<file path="src/rtl/id_ex_issue.sv">
// RV32I decode/issue stage: register read, operand select and ALU op mapping
// into a one-entry registered payload toward EX, with backpressure and flush.
package id_ex_pkg;
    typedef enum logic [3:0] {
        ALU_NONE, ALU_ADD, ALU_SUB, ALU_SLL, ALU_SLT, ALU_SLTU, ALU_XOR,
        ALU_SRL, ALU_SRA, ALU_OR, ALU_AND, ALU_PASS_B, ALU_SEQ, ALU_SNE,
        ALU_SGE, ALU_SGEU
    } ex_func;
endpackage

module id_ex_issue
    import id_ex_pkg::*;
#(
    parameter int XLEN = 32,
    parameter logic [31:0] RESET_PC = 32'h0000_0000
) (
    input  logic            clk,
    input  logic            rst_n,
    input  logic            in_valid,
    output logic            in_ready,
    input  logic [31:0]     in_instr,
    input  logic [31:0]     in_pc,
    output logic [4:0]      rf_rs1_addr,
    output logic [4:0]      rf_rs2_addr,
    input  logic [XLEN-1:0] rf_rs1_data,
    input  logic [XLEN-1:0] rf_rs2_data,
    input  logic            flush,
    output logic            out_valid,
    input  logic            ex_ready,
    output ex_func          out_op,
    output logic [XLEN-1:0] out_operand_a,
    output logic [XLEN-1:0] out_operand_b,
    output logic [4:0]      out_rd,
    output logic            out_rd_we,
    output logic            out_is_branch,
    output logic [31:0]     out_pc,
    output logic [XLEN-1:0] out_imm,
    output logic            out_illegal
);

    logic [6:0] opcode;
    logic [2:0] f3;
    logic [6:0] f7;
    logic [4:0] rd;
    logic [XLEN-1:0] imm_i, imm_s, imm_b, imm_u, imm_j;
    logic is_op, is_opi, is_lui, is_auipc, is_jal, is_jalr;
    logic is_br, is_ld, is_st, f7_bad;

    assign opcode = in_instr[6:0];
    assign f3 = in_instr[14:12];
    assign f7 = in_instr[31:25];
    assign rd = in_instr[11:7];
    assign rf_rs1_addr = in_instr[19:15];
    assign rf_rs2_addr = in_instr[24:20];

    assign imm_i = {{20{in_instr[31]}}, in_instr[31:20]};
    assign imm_s = {{20{in_instr[31]}}, in_instr[31:25], in_instr[11:7]};
    assign imm_b = {{19{in_instr[31]}}, in_instr[31], in_instr[7],
                    in_instr[30:25], in_instr[11:8], 1'b0};
    assign imm_u = {in_instr[31:12], 12'b0};
    assign imm_j = {{11{in_instr[31]}}, in_instr[31], in_instr[19:12],
                    in_instr[20], in_instr[30:21], 1'b0};

    assign is_op    = opcode == 7'b0110011;
    assign is_opi   = opcode == 7'b0010011;
    assign is_lui   = opcode == 7'b0110111;
    assign is_auipc = opcode == 7'b0010111;
    assign is_jal   = opcode == 7'b1101111;
    assign is_jalr  = opcode == 7'b1100111;
    assign is_br    = opcode == 7'b1100011;
    assign is_ld    = opcode == 7'b0000011;
    assign is_st    = opcode == 7'b0100011;
    assign f7_bad   = (f7 != 7'b0000000) && (f7 != 7'b0100000);

    function automatic ex_func alu_map(input logic [2:0] fn, input logic alt);
        ex_func r;
        case (fn)
            3'b000:  r = alt ? ALU_SUB : ALU_ADD;
            3'b001:  r = ALU_SLL;
            3'b010:  r = ALU_SLT;
            3'b011:  r = ALU_SLTU;
            3'b100:  r = ALU_XOR;
            3'b101:  r = alt ? ALU_SRA : ALU_SRL;
            3'b110:  r = ALU_OR;
            default: r = ALU_AND;
        endcase
        return r;
    endfunction

    ex_func d_op;
    logic [XLEN-1:0] d_a, d_b, d_imm;
    logic d_we, d_br, d_ill;

    always_comb begin
        d_op  = ALU_NONE;
        d_a   = rf_rs1_data;
        d_b   = rf_rs2_data;
        d_imm = '0;
        d_we  = 1'b0;
        d_br  = 1'b0;
        d_ill = 1'b0;
        unique case (1'b1)
            is_op: begin
                d_op = alu_map(f3, f7[5]);
                d_we = 1'b1;
                d_ill = f7_bad || (f7[5] && f3 != 3'b000 && f3 != 3'b101);
            end
            is_opi: begin
                d_imm = imm_i;
                d_b = imm_i;
                d_op = alu_map(f3, f3 == 3'b101 && f7[5]);
                d_we = 1'b1;
                // shifts take only the low five immediate bits
                if (f3 == 3'b001 || f3 == 3'b101)
                    d_b = {{(XLEN-5){1'b0}}, in_instr[24:20]};
                if (f3 == 3'b001 && f7 != 7'b0000000) d_ill = 1'b1;
                if (f3 == 3'b101 && f7_bad) d_ill = 1'b1;
            end
            is_lui: begin
                d_op = ALU_PASS_B;
                d_b = imm_u;
                d_imm = imm_u;
                d_we = 1'b1;
            end
            is_auipc: begin
                d_op = ALU_ADD;
                d_a = in_pc;
                d_b = imm_u;
                d_imm = imm_u;
                d_we = 1'b1;
            end
            is_jal, is_jalr: begin
                d_op = ALU_ADD;
                d_a = in_pc;
                d_b = 32'd4;
                d_imm = is_jal ? imm_j : imm_i;
                d_we = 1'b1;
            end
            is_br: begin
                d_imm = imm_b;
                d_br = 1'b1;
                case (f3)
                    3'b000:  d_op = ALU_SEQ;
                    3'b001:  d_op = ALU_SNE;
                    3'b100:  d_op = ALU_SLT;
                    3'b101:  d_op = ALU_SGE;
                    3'b110:  d_op = ALU_SLTU;
                    3'b111:  d_op = ALU_SGEU;
                    default: d_ill = 1'b1;
                endcase
            end
            is_ld: begin
                d_op = ALU_ADD;
                d_b = imm_i;
                d_imm = imm_i;
                d_we = 1'b1;
            end
            is_st: begin
                d_op = ALU_ADD;
                d_b = imm_s;
                d_imm = imm_s;
            end
            default: d_ill = 1'b1;
        endcase
        if (d_ill) begin
            d_op = ALU_NONE;
            d_we = 1'b0;
        end
        if (rd == 5'd0) d_we = 1'b0;
    end

    logic accept;
    assign in_ready = !out_valid || ex_ready;
    assign accept = in_valid && in_ready && !flush;

    always_ff @(posedge clk or negedge rst_n) begin
        if (!rst_n) begin
            out_valid     <= 1'b0;
            out_op        <= ALU_NONE;
            out_operand_a <= '0;
            out_operand_b <= '0;
            out_imm       <= '0;
            out_rd        <= 5'd0;
            out_rd_we     <= 1'b0;
            out_is_branch <= 1'b0;
            out_illegal   <= 1'b0;
            out_pc        <= RESET_PC;
        end else if (flush) begin
            out_valid <= 1'b0;
        end else if (accept) begin
            out_valid     <= 1'b1;
            out_op        <= d_op;
            out_operand_a <= d_a;
            out_operand_b <= d_b;
            out_imm       <= d_imm;
            out_rd        <= rd;
            out_rd_we     <= d_we;
            out_is_branch <= d_br;
            out_illegal   <= d_ill;
            out_pc        <= in_pc;
        end else if (ex_ready) begin
            out_valid <= 1'b0;
        end
    end

endmodule

</file>
<file path="config.mk">
export PLATFORM = sky130hd
export DESIGN_NAME = id_ex_issue
export DESIGN_NICKNAME = d
export VERILOG_FILES = /design/src/rtl/id_ex_issue.sv
export SDC_FILE = /design/constraint.sdc
export NUM_CORES = 1
export LEC_CHECK = 0
export CAP_MARGIN = 20
export CORE_MARGIN = 2
export CORE_UTILIZATION = 47
export DETAILED_ROUTE_END_ITERATION = 8
export PLACE_DENSITY = 0.83
export SLEW_MARGIN = 20
export SYNTH_ARGS = -nofsm -noshare
export SYNTH_HDL_FRONTEND = slang
export SYNTH_SLANG_ARGS = --single-unit
</file>
<file path="constraint.sdc">
create_clock -name clk -period 3.1 [get_ports clk]
set_input_delay 0.62 -clock clk [delete_from_list [all_inputs] [get_ports clk]]
set_output_delay 0.62 -clock clk [all_outputs]
set_load 0.005 [all_outputs]
</file>
* Word-level counts from Yosys, hierarchy flattened
Index checks and enable logic that the tools add are counted.
** Storage, ports and cells
- Register bits after elaboration :: 141
- Logic and storage cells :: 81
- Input bits :: 133
** Operators by class
- Eq/ne operators :: 18
- Bitwise logic cells :: 1
- Multiplexer cells :: 25
- Reductions and logical operators :: 27
** Operators by type and width (number)
- 32-bit case mux with 5 select lines :: 2
- 32-bit two-way mux :: 2
- 4-bit case mux with 7 select lines :: 2
- 4-bit case mux with 6 select lines :: 1
- 7-bit by 6-bit equality test with 1-bit output, second input constant :: 3
- 7-bit equality test, second input constant :: 3
- 20-bit two-way mux :: 1
- 4-bit case mux with 5 select lines :: 1
- 7-bit by 5-bit equality test with 1-bit output, second input constant :: 2
- 3-bit equality test, second input constant :: 4
- 4-bit two-way mux :: 3
- 6-bit OR reduction :: 2
- 1-bit two-way mux :: 10
- 1-bit logical AND :: 8
- 7-bit by 2-bit equality test with 1-bit output, second input constant :: 1
- 7-bit by 6-bit inequality test with 1-bit output, second input constant :: 1
- 7-bit nonzero test :: 1
- 7-bit OR reduction :: 1
- 3-bit by 2-bit equality test with 1-bit output, second input constant :: 2
- 3-bit nonzero test :: 2
- 2-bit OR reduction :: 3
- 5-bit logical NOT :: 1
- 5-bit OR reduction :: 1
- 2-bit two-way mux :: 2
- other kinds (9) :: 12

* Depth between registers and ports, before layout
- Depth in word-level cells :: 7
- Gate-level depth with buffers :: 8

* Least setup slack after synthesis
No wires, ideal clock.
- Path kind :: input -> register
- From :: input port in_instr[3]
- To :: register out_imm[11]
- Slack :: 979 ps
- Arrival :: 2000 ps
- Setup time :: 121 ps
- Buffers on the path :: 2
- Cell stages on the path :: 7
- Cell sequence :: buf_6 > and4bb_4 > nor3b_4 > or3_4 > o21a_4 > buf_6 > a22o_1
** Between the ends
- Longest elaborated chain between the ends :: 3
** Ends and longest elaborated chain
- start: declaration :: RTL line 21 : input logic [31:0] in_instr,
- 7-bit equality test (tied with other cells) :: RTL line 68 : assign is_jal = opcode == 7'b1101111;
- 20-bit two-way mux or 2-bit OR reduction (tied branches)
- 32-bit case mux with 5 select lines * :: RTL line 102 : unique case (1'b1)
- end signal: assignment :: RTL line 195 : out_imm <= d_imm;
- end: declaration :: RTL line 37 : output logic [XLEN-1:0] out_imm,
Mark *: on every way between the ends. The rest lies on a longest branch, timed or not.
A chain may end at the register's enable or synchronous reset.

* Worst setup path in the final report
- From :: input port in_instr[5]
- To :: register out_operand_a[26]
** Between the ends
- Longest elaborated chain between the ends :: 3
** Ends and longest elaborated chain
- 7-bit by 5-bit equality test with 1-bit output (tied with other cells) :: RTL line 67 : assign is_auipc = opcode == 7'b0010111;
- 3-bit OR reduction (no line) *
- 32-bit two-way mux * :: RTL line 102
- end signal: assignment :: RTL line 180 : out_operand_a <= '0;
- end signal: assignment :: RTL line 193 : out_operand_a <= d_a;
- end: declaration :: RTL line 31 : output logic [XLEN-1:0] out_operand_a,
Marks and branches as above.

==> metrics.yaml <==
status:
  status: "finished clean"
die:
  io-pin-count: 285
  die_h_microns: 124
  fp.dieW_microns: 124
  start_util: 0.485
  row_count: 43
  dieArea_sq_mm: 0.0154
  core_sq_mm: 0.0140
timing:
  fmax_mhz: 393
  finClkSkew_ns: 0.00913
  worst_pin_slew_ns: 0.722
  rsz0062_at_grt: "false"
  period_needed_ns: 2.54
  drv_slew: 0
  fin_crit_sh: 0.821
  setup_viol: 0
  timing.slew.headroom: 0.517
  hold_viol_final: 0
critical_path:
  end_kind: "flop"
  critPathKind: "primary input to flop"
  endpoint: "out_operand_a[26]$_DFFE_PN0P_"
  path_cells: "clkdlybuf4s50_1 -> buf_4 -> buf_4 -> nand3b_1 -> nor2_1 -> a21o_2 -> buf_12 -> mux2i_1 -> o21ai_0"
  slowest_delay_ns: 0.56
  crit_top_cell: "buf_4"
  arrival_ns: 2.81
  reg2reg_to: "out_op[1]$_DFFE_PN0P_"
  crit_cells: 9
  worstRegToRegCells: 6
  r2r-start: "out_valid$_DFFE_PN0P_"
  critPathLaunchType: "primary input"
  critPathSlowestCell: "clkdlybuf4s50_1"
  critical-path-top-delay-family: "buffers and inverters"
  cp_data_required_time_ns: 3.36
  r2r_slack_ns: 1.10
  critical_path_buf_inv_count: 4
  crit_fanout: 32
  crit_start: "in_instr[5]"
power:
  power_density_mw_per_mm2: 519
  power_uw: 5470
  p_leak_uw: 0.00458
  peakVddDrop_v: 0.000359
global_route:
  antenna_found_initial: 1
  grt_start_max_net_pins: 146
  met2_usage: 0.480
  grt_busiest_layer: "met2"
  use_met1: 0.347
  grt_pass1_vias: 6372
  track_usage: 0.289
  grt_remaining_overflow: 0
  grt_pass1_wl_mm: 33.6
  use_met3: 0.0984
logic_synthesis:
  yosysTopAreaCellShare: 0.520
  synth_top_family_by_area: "simple AND/OR/NAND/NOR gates"
  synth_top_area_cell: "dfrtp_1"
  synth_compound_area_frac: 0.179
  yosys-top-cells-area: "dfrtp_1, nand2_1, mux2i_1"
  synth_adder_area_share: 0
  synthCells: 711
  synthMuxAreaShare: 0.0487
  synth_xor_area_frac: 0
  seq_area_frac_synth: 0.520
  synth_edf_count: 0
  synth.distinct_cells: 61
  synth_seq_cells: 141
  ys.flop_type: "dfrtp_1"
  synthesis.area_sq_mm: 0.00678
  async_flop_share: 1.00
  synth.avg_cell_area_sq_um: 9.54
  syn_nets: 844
  yosys.area_share.simple: 0.189
  yosys_warnings: 0
clock_tree:
  numCtsBuffers: 17
  cts_hold_buf: 0
  postCtsResizedCells: 0
  clockBufferDepth: 2
  htree_num_levels: 4
  cts_setup_buffers: 0
  clockRootBuffer: "clkbuf_16"
  cts_tree: "yes"
  clock-sinks: 141
  worstSkewPairLatency_ns: 0.42
  clk_pin_slew_worst_paths_ns: 0.06
layout:
  drive_gt1_frac: 0.109
  regArea_sq_mm: 0.00353
  syn2layout_area_growth_pct: 55.3
  multi_input_area_sq_mm: 0.00285
  mostFrequentLayoutCells: "clkdlybuf4s50_1, nand2_1, dfrtp_1, nor2_1, o21ai_0"
  num-fill-cells: 989
  nNetsFinal: 1130
  final_common_cell: "clkdlybuf4s50_1"
  final_core_util: 0.753
routing:
  ant_nets: 0
  routed_wl_mm: 21.9
  drtIter0Drc: 374
  vias_per_cell: 5.41
  drtPass1Iterations: 5
  num_vias: 6435
  drc: 0
  avgRoutedWirePerCell_microns: 18.4
job:
  maxCapViolations: 0
hold_path:
  hold_class: "primary input to async pin"
place:
  hpwl_mm: 16.0
  port_buffers: 284
  gp_congestion: 0.879
-- logic make-up (layout without fill, tap and decap cells) --
family / after synthesis / after routing
mux: 33 / 33
buf+inv: 90 / 388
flops: 141 / 141
other cells: 0 / 1
compound gates: 155 / 155
simple gates: 292 / 292
-- state kept, by name, indices dropped and copies added (netlist names) --
name           flops
out_operand_a     32
out_rd             5
out_valid          1
out_pc            32
out_op             4
out_imm           32
out_illegal        1
out_rd_we          1
out_operand_b     32
out_is_branch      1
-- cell type report --
class / count / area share
Inverter: 31 / 0.0110
Timing Repair Buffer: 326 / 0.306
Clock inverter: 9 / 0.0104
Multi-Input combinational cell: 480 / 0.270
Clock buffer: 22 / 0.0460
Antenna cell: 1 / 0.000237
Tap cell: 180 / 0.0214
Sequential cell: 141 / 0.335
-- per-layer routing --
metal	share of wire	up-vias	wire, microns
met4	0.026	0	569
met2	0.47	282	10400
li1	-	3008	-
met5	0	-	0
met3	0.10	48	2190
met1	0.40	3097	8760
-- how the worst min path moves through the flow --
stage                                     to  depth (start not counted)
2_1_floorplan        out_illegal$_DFFE_PN0P_                          0
3_3_place_gp          out_pc[21]$_DFFE_PN0P_                          2
3_5_place_dp          out_pc[21]$_DFFE_PN0P_                          2
4_1_cts        out_operand_b[22]$_DFFE_PN0P_                          1
5_1_grt        out_operand_b[22]$_DFFE_PN0P_                          1
6_report       out_operand_b[22]$_DFFE_PN0P_                          1
-- synthesized netlist by cell type, types with 7 or more instances --
cell type and count:
buf_4 16, inv_1 31, buf_2 13, nor2_1 57, nor3_1 7, dfrtp_1 141
a221oi_2 20, a21oi_1 21, nand2_1 190, a22o_1 17, mux2i_1 33, a221oi_1 11
clkbuf_1 25, o21ai_0 54
-- worst reg2reg max path: stages (launching register included) --
cell and delay, ns:
dfrtp_1 0.37, nor2b_1 0.16, inv_1 0.08, nand3b_1 0.20
buf_12 0.30, or4_4 0.66, o21ai_1 0.17
-- report_power, final --
part	leakage, uW	total (uW)	switching, uW	internal, uW
clock	0.000285	2050	780	1270
sequential	0.00174	2200	129	2070
combinational	0.00256	1220	492	731
-- through the flow --
stage          worst slack, ns  hold slack, ns  cell area (sq um)  setup TNS [ns]  cells
2_1_floorplan            0.979           0.324               6780               0    711
3_3_place_gp           -0.0500           0.457               9930          -0.284   1157
3_5_place_dp             0.194           0.462               9940               0   1158
4_1_cts                  0.625           0.178              10500               0   1189
5_1_grt                  0.421           0.205              10500               0   1190
6_report                 0.556           0.161              10500               0   1190
Note: power is estimated with default switching activity, not from simulation.
